--- src/rtl/cpu_ctrl_pkg.sv ---
// cpu_ctrl_pkg
//   Shared types for the Simple CPU control sequencer:
//     opcode_e  - instruction opcodes (IR upper bits)
//     state_e   - sequencer states
//     alu_op_e  - ALU function select driven toward the datapath
//     ctrl_t    - bundled strobe vector produced by the output decoder
//   Optional feature macro: CPU_CTRL_SINGLE_STEP_EN (adds the S_WAIT state).
package cpu_ctrl_pkg;

  localparam int OPW_DEFAULT = 4;

  typedef enum logic [3:0] {
    OPC_NOP   = 4'h0,
    OPC_LOAD  = 4'h1,
    OPC_STORE = 4'h2,
    OPC_ADD   = 4'h3,
    OPC_SUB   = 4'h4,
    OPC_JMP   = 4'h5,
    OPC_JZ    = 4'h6,
    OPC_HALT  = 4'hF
  } opcode_e;

  typedef enum logic [3:0] {
    S_FETCH1 = 4'd0,
    S_FETCH2 = 4'd1,
    S_FETCH3 = 4'd2,
    S_DECODE = 4'd3,
    S_OP1    = 4'd4,
    S_OP2    = 4'd5,
    S_OP3    = 4'd6,
    S_ST1    = 4'd7,
    S_ST2    = 4'd8,
    S_ST3    = 4'd9,
    S_EX_JMP = 4'd10,
    S_EX_JZ  = 4'd11,
`ifdef CPU_CTRL_SINGLE_STEP_EN
    S_HALT   = 4'd12,
    S_WAIT   = 4'd13
`else
    S_HALT   = 4'd12
`endif
  } state_e;

  typedef enum logic [1:0] {
    ALU_PASS = 2'b00,
    ALU_ADD  = 2'b01,
    ALU_SUB  = 2'b10,
    ALU_RSVD = 2'b11
  } alu_op_e;

  typedef struct packed {
    logic    pc_inc;
    logic    pc_load;
    logic    mar_load;
    logic    mar_sel_pc;
    logic    mdr_load;
    logic    mdr_sel_acc;
    logic    ir_load;
    logic    acc_load;
    alu_op_e alu_op;
    logic    mem_rd;
    logic    mem_wr;
    logic    halted;
  } ctrl_t;

endpackage

--- src/rtl/cpu_ctrl_outdec.sv ---
// cpu_ctrl_outdec
//   Purely combinational decoder from sequencer state to datapath strobes.
//   Ports:
//     state   in   state_e   current sequencer state
//     alu_sel in   alu_op_e  ALU function latched at DECODE (used in S_OP3 only)
//     ctrl    out  ctrl_t    strobe vector
//   The EX_JZ pc_load depends on z_flag and is added by the top.
module cpu_ctrl_outdec
  import cpu_ctrl_pkg::*;
(
  input  state_e  state,
  input  alu_op_e alu_sel,
  output ctrl_t   ctrl
);

  always_comb begin
    ctrl = '0;
    case (state)
      S_FETCH1: begin
        ctrl.mar_load   = 1'b1;
        ctrl.mar_sel_pc = 1'b1;
      end
      S_FETCH2: begin
        ctrl.mem_rd   = 1'b1;
        ctrl.mdr_load = 1'b1;
        ctrl.pc_inc   = 1'b1;
      end
      S_FETCH3: ctrl.ir_load = 1'b1;
      S_OP1:    ctrl.mar_load = 1'b1;
      S_OP2: begin
        ctrl.mem_rd   = 1'b1;
        ctrl.mdr_load = 1'b1;
      end
      S_OP3: begin
        ctrl.acc_load = 1'b1;
        ctrl.alu_op   = alu_sel;
      end
      S_ST1:    ctrl.mar_load = 1'b1;
      S_ST2: begin
        ctrl.mdr_load    = 1'b1;
        ctrl.mdr_sel_acc = 1'b1;
      end
      S_ST3:    ctrl.mem_wr  = 1'b1;
      S_EX_JMP: ctrl.pc_load = 1'b1;
      S_HALT:   ctrl.halted  = 1'b1;
      default:  ctrl = '0;
    endcase
  end

endmodule

--- src/rtl/cpu_control_unit.sv ---
// cpu_control_unit
//   Moore sequencer for the Simple CPU datapath (fetch / decode / execute).
//   Ports:
//     clk, rst (async, active-low), opcode[OPW] (sampled in DECODE),
//     z_flag (sampled in EX_JZ), step (only with CPU_CTRL_SINGLE_STEP_EN),
//     strobes pc_inc, pc_load, mar_load, mar_sel_pc, mdr_load, mdr_sel_acc,
//     ir_load, acc_load, alu_op[2], mem_rd, mem_wr, status halted, illegal_op,
//     dbg_state[4] exposes the state register.
//   Optional feature macro: CPU_CTRL_SINGLE_STEP_EN - adds the step input and
//   a WAIT state entered on reset and after every instruction.
//   Handshake: none; strobes are level signals consumed by the datapath on
//   the next rising clk edge. All strobes are forced low while rst is low.
module cpu_control_unit
  import cpu_ctrl_pkg::*;
#(
  parameter int OPW = OPW_DEFAULT
) (
  input  logic           clk,
  input  logic           rst,
`ifdef CPU_CTRL_SINGLE_STEP_EN
  input  logic           step,
`endif
  input  logic [OPW-1:0] opcode,
  input  logic           z_flag,
  output logic           pc_inc,
  output logic           pc_load,
  output logic           mar_load,
  output logic           mar_sel_pc,
  output logic           mdr_load,
  output logic           mdr_sel_acc,
  output logic           ir_load,
  output logic           acc_load,
  output logic [1:0]     alu_op,
  output logic           mem_rd,
  output logic           mem_wr,
  output logic           halted,
  output logic           illegal_op,
  output logic [3:0]     dbg_state
);

`ifdef CPU_CTRL_SINGLE_STEP_EN
  localparam state_e RESTART = S_WAIT;
`else
  localparam state_e RESTART = S_FETCH1;
`endif

  state_e  state_q, state_d;
  alu_op_e alu_q, alu_d;     // ALU function carried from DECODE to OP3
  logic    illegal_d;
  ctrl_t   dec;

  always_ff @(posedge clk or negedge rst) begin
    if (!rst) begin
      state_q <= RESTART;
      alu_q   <= ALU_PASS;
    end else begin
      state_q <= state_d;
      alu_q   <= alu_d;
    end
  end

  always_comb begin
    state_d   = state_q;
    alu_d     = alu_q;
    illegal_d = 1'b0;
    case (state_q)
      S_FETCH1: state_d = S_FETCH2;
      S_FETCH2: state_d = S_FETCH3;
      S_FETCH3: state_d = S_DECODE;
      S_DECODE: begin
        case (opcode)
          OPW'(OPC_NOP):   state_d = RESTART;
          OPW'(OPC_LOAD):  begin state_d = S_OP1; alu_d = ALU_PASS; end
          OPW'(OPC_ADD):   begin state_d = S_OP1; alu_d = ALU_ADD;  end
          OPW'(OPC_SUB):   begin state_d = S_OP1; alu_d = ALU_SUB;  end
          OPW'(OPC_STORE): state_d = S_ST1;
          OPW'(OPC_JMP):   state_d = S_EX_JMP;
          OPW'(OPC_JZ):    state_d = S_EX_JZ;
          OPW'(OPC_HALT):  state_d = S_HALT;
          default: begin
            state_d   = RESTART;
            illegal_d = 1'b1;
          end
        endcase
      end
      S_OP1:    state_d = S_OP2;
      S_OP2:    state_d = S_OP3;
      S_OP3:    state_d = RESTART;
      S_ST1:    state_d = S_ST2;
      S_ST2:    state_d = S_ST3;
      S_ST3:    state_d = RESTART;
      S_EX_JMP: state_d = RESTART;
      S_EX_JZ:  state_d = RESTART;
      S_HALT:   state_d = S_HALT;   // only rst leaves HALT
`ifdef CPU_CTRL_SINGLE_STEP_EN
      S_WAIT:   if (step) state_d = S_FETCH1;
`endif
      default:  state_d = RESTART;
    endcase
  end

  cpu_ctrl_outdec u_outdec (
    .state   (state_q),
    .alu_sel (alu_q),
    .ctrl    (dec)
  );

  // Gate every output with rst so an asserted reset drops strobes at once.
  always_comb begin
    pc_inc      = rst & dec.pc_inc;
    pc_load     = rst & (dec.pc_load | ((state_q == S_EX_JZ) & z_flag));
    mar_load    = rst & dec.mar_load;
    mar_sel_pc  = rst & dec.mar_sel_pc;
    mdr_load    = rst & dec.mdr_load;
    mdr_sel_acc = rst & dec.mdr_sel_acc;
    ir_load     = rst & dec.ir_load;
    acc_load    = rst & dec.acc_load;
    alu_op      = rst ? dec.alu_op : 2'b00;
    mem_rd      = rst & dec.mem_rd;
    mem_wr      = rst & dec.mem_wr;
    halted      = rst & dec.halted;
    illegal_op  = rst & illegal_d;
    dbg_state   = state_q;
  end

endmodule

--- config.mk ---
export PLATFORM = sky130hd
export DESIGN_NAME = cpu_control_unit
export DESIGN_NICKNAME = d
export VERILOG_FILES = /design/src/rtl/cpu_ctrl_pkg.sv /design/src/rtl/cpu_ctrl_outdec.sv /design/src/rtl/cpu_control_unit.sv
export SDC_FILE = /design/constraint.sdc
export NUM_CORES = 1
export LEC_CHECK = 0
export BUFFER_PORTS_ARGS = -buffer_cell sky130_fd_sc_hd__buf_4
export CORE_MARGIN = 5
export CORE_UTILIZATION = 45
export DETAILED_ROUTE_END_ITERATION = 7
export PLACE_DENSITY_LB_ADDON = 0.3
export REMOVE_ABC_BUFFERS = 1
export SETUP_SLACK_MARGIN = 0.2
export SYNTH_ARGS = -nofsm -noshare
export SYNTH_HDL_FRONTEND = slang
export SYNTH_SLANG_ARGS = --single-unit
--- constraint.sdc ---
create_clock -name clk -period 1.62 [get_ports clk]
set_input_delay 0.324 -clock clk [delete_from_list [all_inputs] [get_ports clk]]
set_output_delay 0.324 -clock clk [all_outputs]
set_load 0.05 [all_outputs]
After elaboration in Yosys (flattened, before gate mapping)
Index checks and enable logic that the tools add are counted.

Bits in registers: 6. Input port bits: 7. Output and inout bits: 18. Logic and storage cells: 61.

Equal/unequal tests: 19. Multiplexer cells: 17. Bitwise logic cells: 14. Reduce and logical (&&, ||, !) cells: 9.

Operator list (count): case mux 4 bit (9 select lines) (1); == test 4 x 3 -> 1 bit, second input constant (7); == test 4 bit, second input constant (6); case mux 4 bit (5 select lines) (1); == test 4 x 2 -> 1 bit, second input constant (4); AND 1 bit (13); two-way mux 1 bit (12); OR reduction 3 bit (3); == test 4 x 1 -> 1 bit, second input constant (2); zero test 4 bit (2); OR reduction 8 bit (1); case mux 2 bit (3 select lines) (1); two-way mux 3 bit (1); nonzero test 3 bit (1); two-way mux 2 bit (1); AND reduction 2 bit (1); OR reduction 2 bit (1); OR 1 bit (1).

Longest topological paths before layout
Depth in word-level cells: 5. Depth in mapped cells: 4.

Hierarchy
A second synthesis with hierarchy kept.

Cell total of the unflattened synthesis: 84. Area total of the unflattened synthesis: 653.1 um2.

By module, submodules not included: cpu_control_unit (instances 1, cells an instance 64, area an instance 538.0 um2); cpu_ctrl_outdec (instances 1, cells an instance 20, area an instance 115.1 um2).

Worst setup path before layout
Ideal clock, no wire load.

Kind: reg2out. Start point: register state_q[0], in the netlist dbg_state[0]. End point: output mdr_load. Arrival: 2650 ps. Setup slack: -1354 ps. Stages on the path, launching flop included: 5. Cells stage by stage: dfrtp_1 -> buf_6 -> or2_2 -> nor3_1 -> or2_2.

Word-level cells in the longest chain between the ends: 4. Elaborated cells on any way between the ends: 6.

RTL lines: start, declared (RTL line cpu_control_unit.sv:47) `state_e state_q, state_d;`; start signal, assigned (RTL line cpu_control_unit.sv:57) `state_q <= state_d;`; == test 4 x 3 -> 1 bit, or another cell as far along (RTL line cpu_ctrl_outdec.sv:18) `case (state)`; OR reduction 3 bit (no line) (*); two-way mux 1 bit (*) (RTL line cpu_ctrl_outdec.sv:18); AND 1 bit (*) (RTL line cpu_control_unit.sv:114) `mdr_load = rst & dec.mdr_load;`; end, declared (RTL line cpu_control_unit.sv:29) `output logic mdr_load,`.

Mark *: on every way between the ends. The rest lies on a longest branch, timed or not.

Final worst setup path
Start point: register state_q[3], in the netlist dbg_state[3]. End point: output alu_op[1].

Word-level cells in the longest chain between the ends: 3.

RTL lines: == test 4 x 3 -> 1 bit (RTL line cpu_ctrl_outdec.sv:18); two-way mux 3 bit (RTL line cpu_ctrl_outdec.sv:18); two-way mux 2 bit (RTL line cpu_control_unit.sv:118) `alu_op = rst ? dec.alu_op : 2'b00;`; end, declared (RTL line cpu_control_unit.sv:33) `output logic [1:0] alu_op,`.

No other way between the ends.

==> results.md <==
- Run status: finished, violations left
- Failing checks: setup timing
- Reg2reg end: alu_q[1]
- Final setup skew: roughly 0.54 ps
- Post-Syn Area: roughly 590 µm²
- Drt pass-1 iters: 4
- Largest net degree at the start of global routing: 15
- Synth unique cells: 33
- First-pass GRT wire length: approximately 3.4 mm
- Critical path class: register to output port
- Clock Path Buffers: 2
- Area leader, netlist: dfrtp_1
- RSZ-0062 raised after global routing: true
- Final setup viols: 14
- Required @ worst endpoint: 1300 ps
- Fill count: 50
- Leading post-synthesis cells by cell area: dfrtp_1 (25%), nor2_1 (6.9%), nand2b_1 (5.3%)
- Die Span Y: 46.34 µm
- Worst hold stages: 3
- Die Span X: 46.34 µm
- Most numerous cell in the Yosys netlist: nor2_1
- Max FO, Critical Path: 6
- H-tree depth: 1
- Clock Pin Slew Worst Setup and Hold Paths: about 50 ps
- Hpwl dp: ~1.2 mm
- Design area: roughly 1100 µm²
- Drt initial violations: 56
- Reg2Reg Setup Slack: -80 ps
- Post-synth ARST share: 100.0%
- Post-layout min period: approximately 1800 ps
- Final Slew Violations: 0
- Main synth FF type: dfrtp_1
- WL final: 2.724 mm
- DRC: 0
- Worst Reg-to-Reg Cells: 5
- Final total power: roughly 2.1 mW
- Port-buffer cells: 24
- Initial antenna violation count: 0
- Row count: 13
- Grt total ovfl: 0
- Via density: 6.328
- Vias in the first global route: about 740
- Top cell type's share of synthesized area: 25.26%
- #FFs+latches synth: 6
- Worst R2R Start: dbg_state[3]
- Final worst-path setup slack: -189.1 ps
- Share of cells above drive strength 1: about three fifths
- Hold_sp: opcode[0]
- Total placed instance area: roughly 820 µm²
- Gpl congestion: 0.8415
- Diode count: 0
- CTS tree: built
- Final hold viol count: 0
- Synth-to-Final Area Change: 90.74%
- Setup TNS: -1375 ps
- Slew HR: 77.33%
- Total Routing Usage GR: between 20% and 30%
- TritonCTS Buffers: 3
- Arr. time, crit path: about 1500 ps
- Yosys warns: 0
- Starting Density: around 47%
- Maximum vdd ir drop: 0.9813 mV
- I/O pin count: 25
- Crit-path cells: nor2b_1, nand4_1, nor2_2, buf_6
- Clk Tree Root Cell: clkbuf_4
- Register area share after synthesis: between 20% and 30%
- Clock Sink Count: 6
- CP endpoint kind: output port
- Worst hold path endpoint: dbg_state[2]
- Max-Cap Viols: 0
- Crit path launch type: register
- Hold Slack: 449.0 ps
- Mean post-synth cell area: approximately 7.3 µm²
- Tcrit/Tclk final: 111.7%
- HP Class: input pin to register
- Commonest cells post-synth: nor2_1 (11), clkbuf_1 (7), dfrtp_1 (6), nand2_1 (6), nand2b_1 (5)
- CP startpoint: dbg_state[3]
- Post-Place Cells: 120
- Crit path buffers/inverters: 1
- Critical-path top delay cell: dfrtp_2
- Delay of the slowest critical-path stage: approximately 450 ps
- Pwr Density: between 1500 and 2000 nW/µm²
- Final nets: between 100 and 150
- Synthesized instance count: slightly above 80
- DIE AREA: about 2100 µm²
- Worst-Margin Slew: 335.3 ps
- Maximum clock frequency: 552.8 MHz
- Final instance count without filler cells: around 130
- Worst-skew pair later-pin latency: roughly 250 ps
- Vias: approximately 830
- Core outline area: between 1000 and 1500 µm²
- Leakage: around 0.46 nW
- Remaining antenna violation count: 0
- EDFF count, synth: 0
- Crit-path leading delay family: simple AND/OR/NAND/NOR gates
- WL per Instance: roughly 21 µm
## layout by cell type (no fill, tap or decap), types with 2 or more instances in the layout
cell type   n
nor2_1      4
buf_8       4
dfrtp_1     3
nor4bb_1    2
nor3_4      3
nor2_2      2
buf_4      22
nor4b_1     2
nand3_1     2
inv_1       3
buf_6      13
nor2_4      5
o21ai_0     2
or2_4       2
a21oi_1     3
clkbuf_4    3
nand2_1     5
nand2b_1    4
dfrtp_2     3
## report_power, final
part | switching, mW | leakage, nW | total (mW) | internal [mW]
Combinational | 1.00 | 0.379 | 1.68 | 0.680
Clock | 0.0678 | 0.0138 | 0.153 | 0.0848
Sequential | 0.0799 | 0.0697 | 0.291 | 0.212
## how the worst max path moves through the flow
stage / slack (ps) / end / cells past startpoint
after floorplan: -1360 / mdr_load / 3
after global placement: 100 / mdr_load / 4
after detailed placement: -2 / mdr_load / 4
after CTS: -100 / mdr_load / 4
after global routing: -270 / alu_op[1] / 4
final: -190 / alu_op[1] / 4
## state kept, by name, summed over array words and instances (netlist names)
name,count
alu_q,2
dbg_state,4
## kinds of logic after synthesis
family	after synthesis	synth area share (%)
flip-flops	6	25.26
AND/OR/NAND/NOR	46	46.53
XOR/XNOR	1	1.474
AO/OA/AOI/OAI	16	17.90
buffers and inverters	12	8.842
## timing repair
| item | in CTS | in global routing |
|---|---|---|
| pin swaps | 8 | 9 |
| setup buffers | 5 | 2 |
| resized for setup | 35 | 27 |
| setup endpoints to repair | 15 | 16 |
| endpoints found under the hold margin | 6 | 0 |
| hold buffers | 1 | 0 |
## tightest hold or removal path: cells and delay by family
kind | cells | cell delay, ps
AOI/OAI and AO/OA | 2 | 180
buffers and inverters | 1 | 160
## final cells by class
| class | instances | area [µm²] | area share, % |
|---|---|---|---|
| multi-input combinational | 63 | 539.3 | 47.57 |
| timing repair buffer | 40 | 381.6 | 33.66 |
| inverter | 4 | 17.52 | 1.545 |
| sequential | 6 | 153.9 | 13.58 |
| tap | 15 | 18.77 | 1.656 |
| clock buffer | 3 | 22.52 | 1.987 |
## stage by stage
stage                     utilization [%]  worst slack, ps
after floorplan                         -            -1363
after global placement              64.30            97.23
after detailed placement            64.30           -2.289
after CTS                           79.88           -101.6
after global routing                89.35           -269.1
final                               89.35           -189.1
## per-layer routing
metal | vias up | track usage, % | share of wire (%) | routed length [µm]
met1 | 387 | 23.82 | 37 | 1020
met4 | 0 | 10.23 | 2.9 | 80
li1 | 356 | - | - | -
met3 | 8 | 1.563 | 11 | 289
met2 | 78 | 43.96 | 49 | 1333
met5 | - | 0 | 0 | 0
No activity file was read; power rests on OpenSTA's default activity.
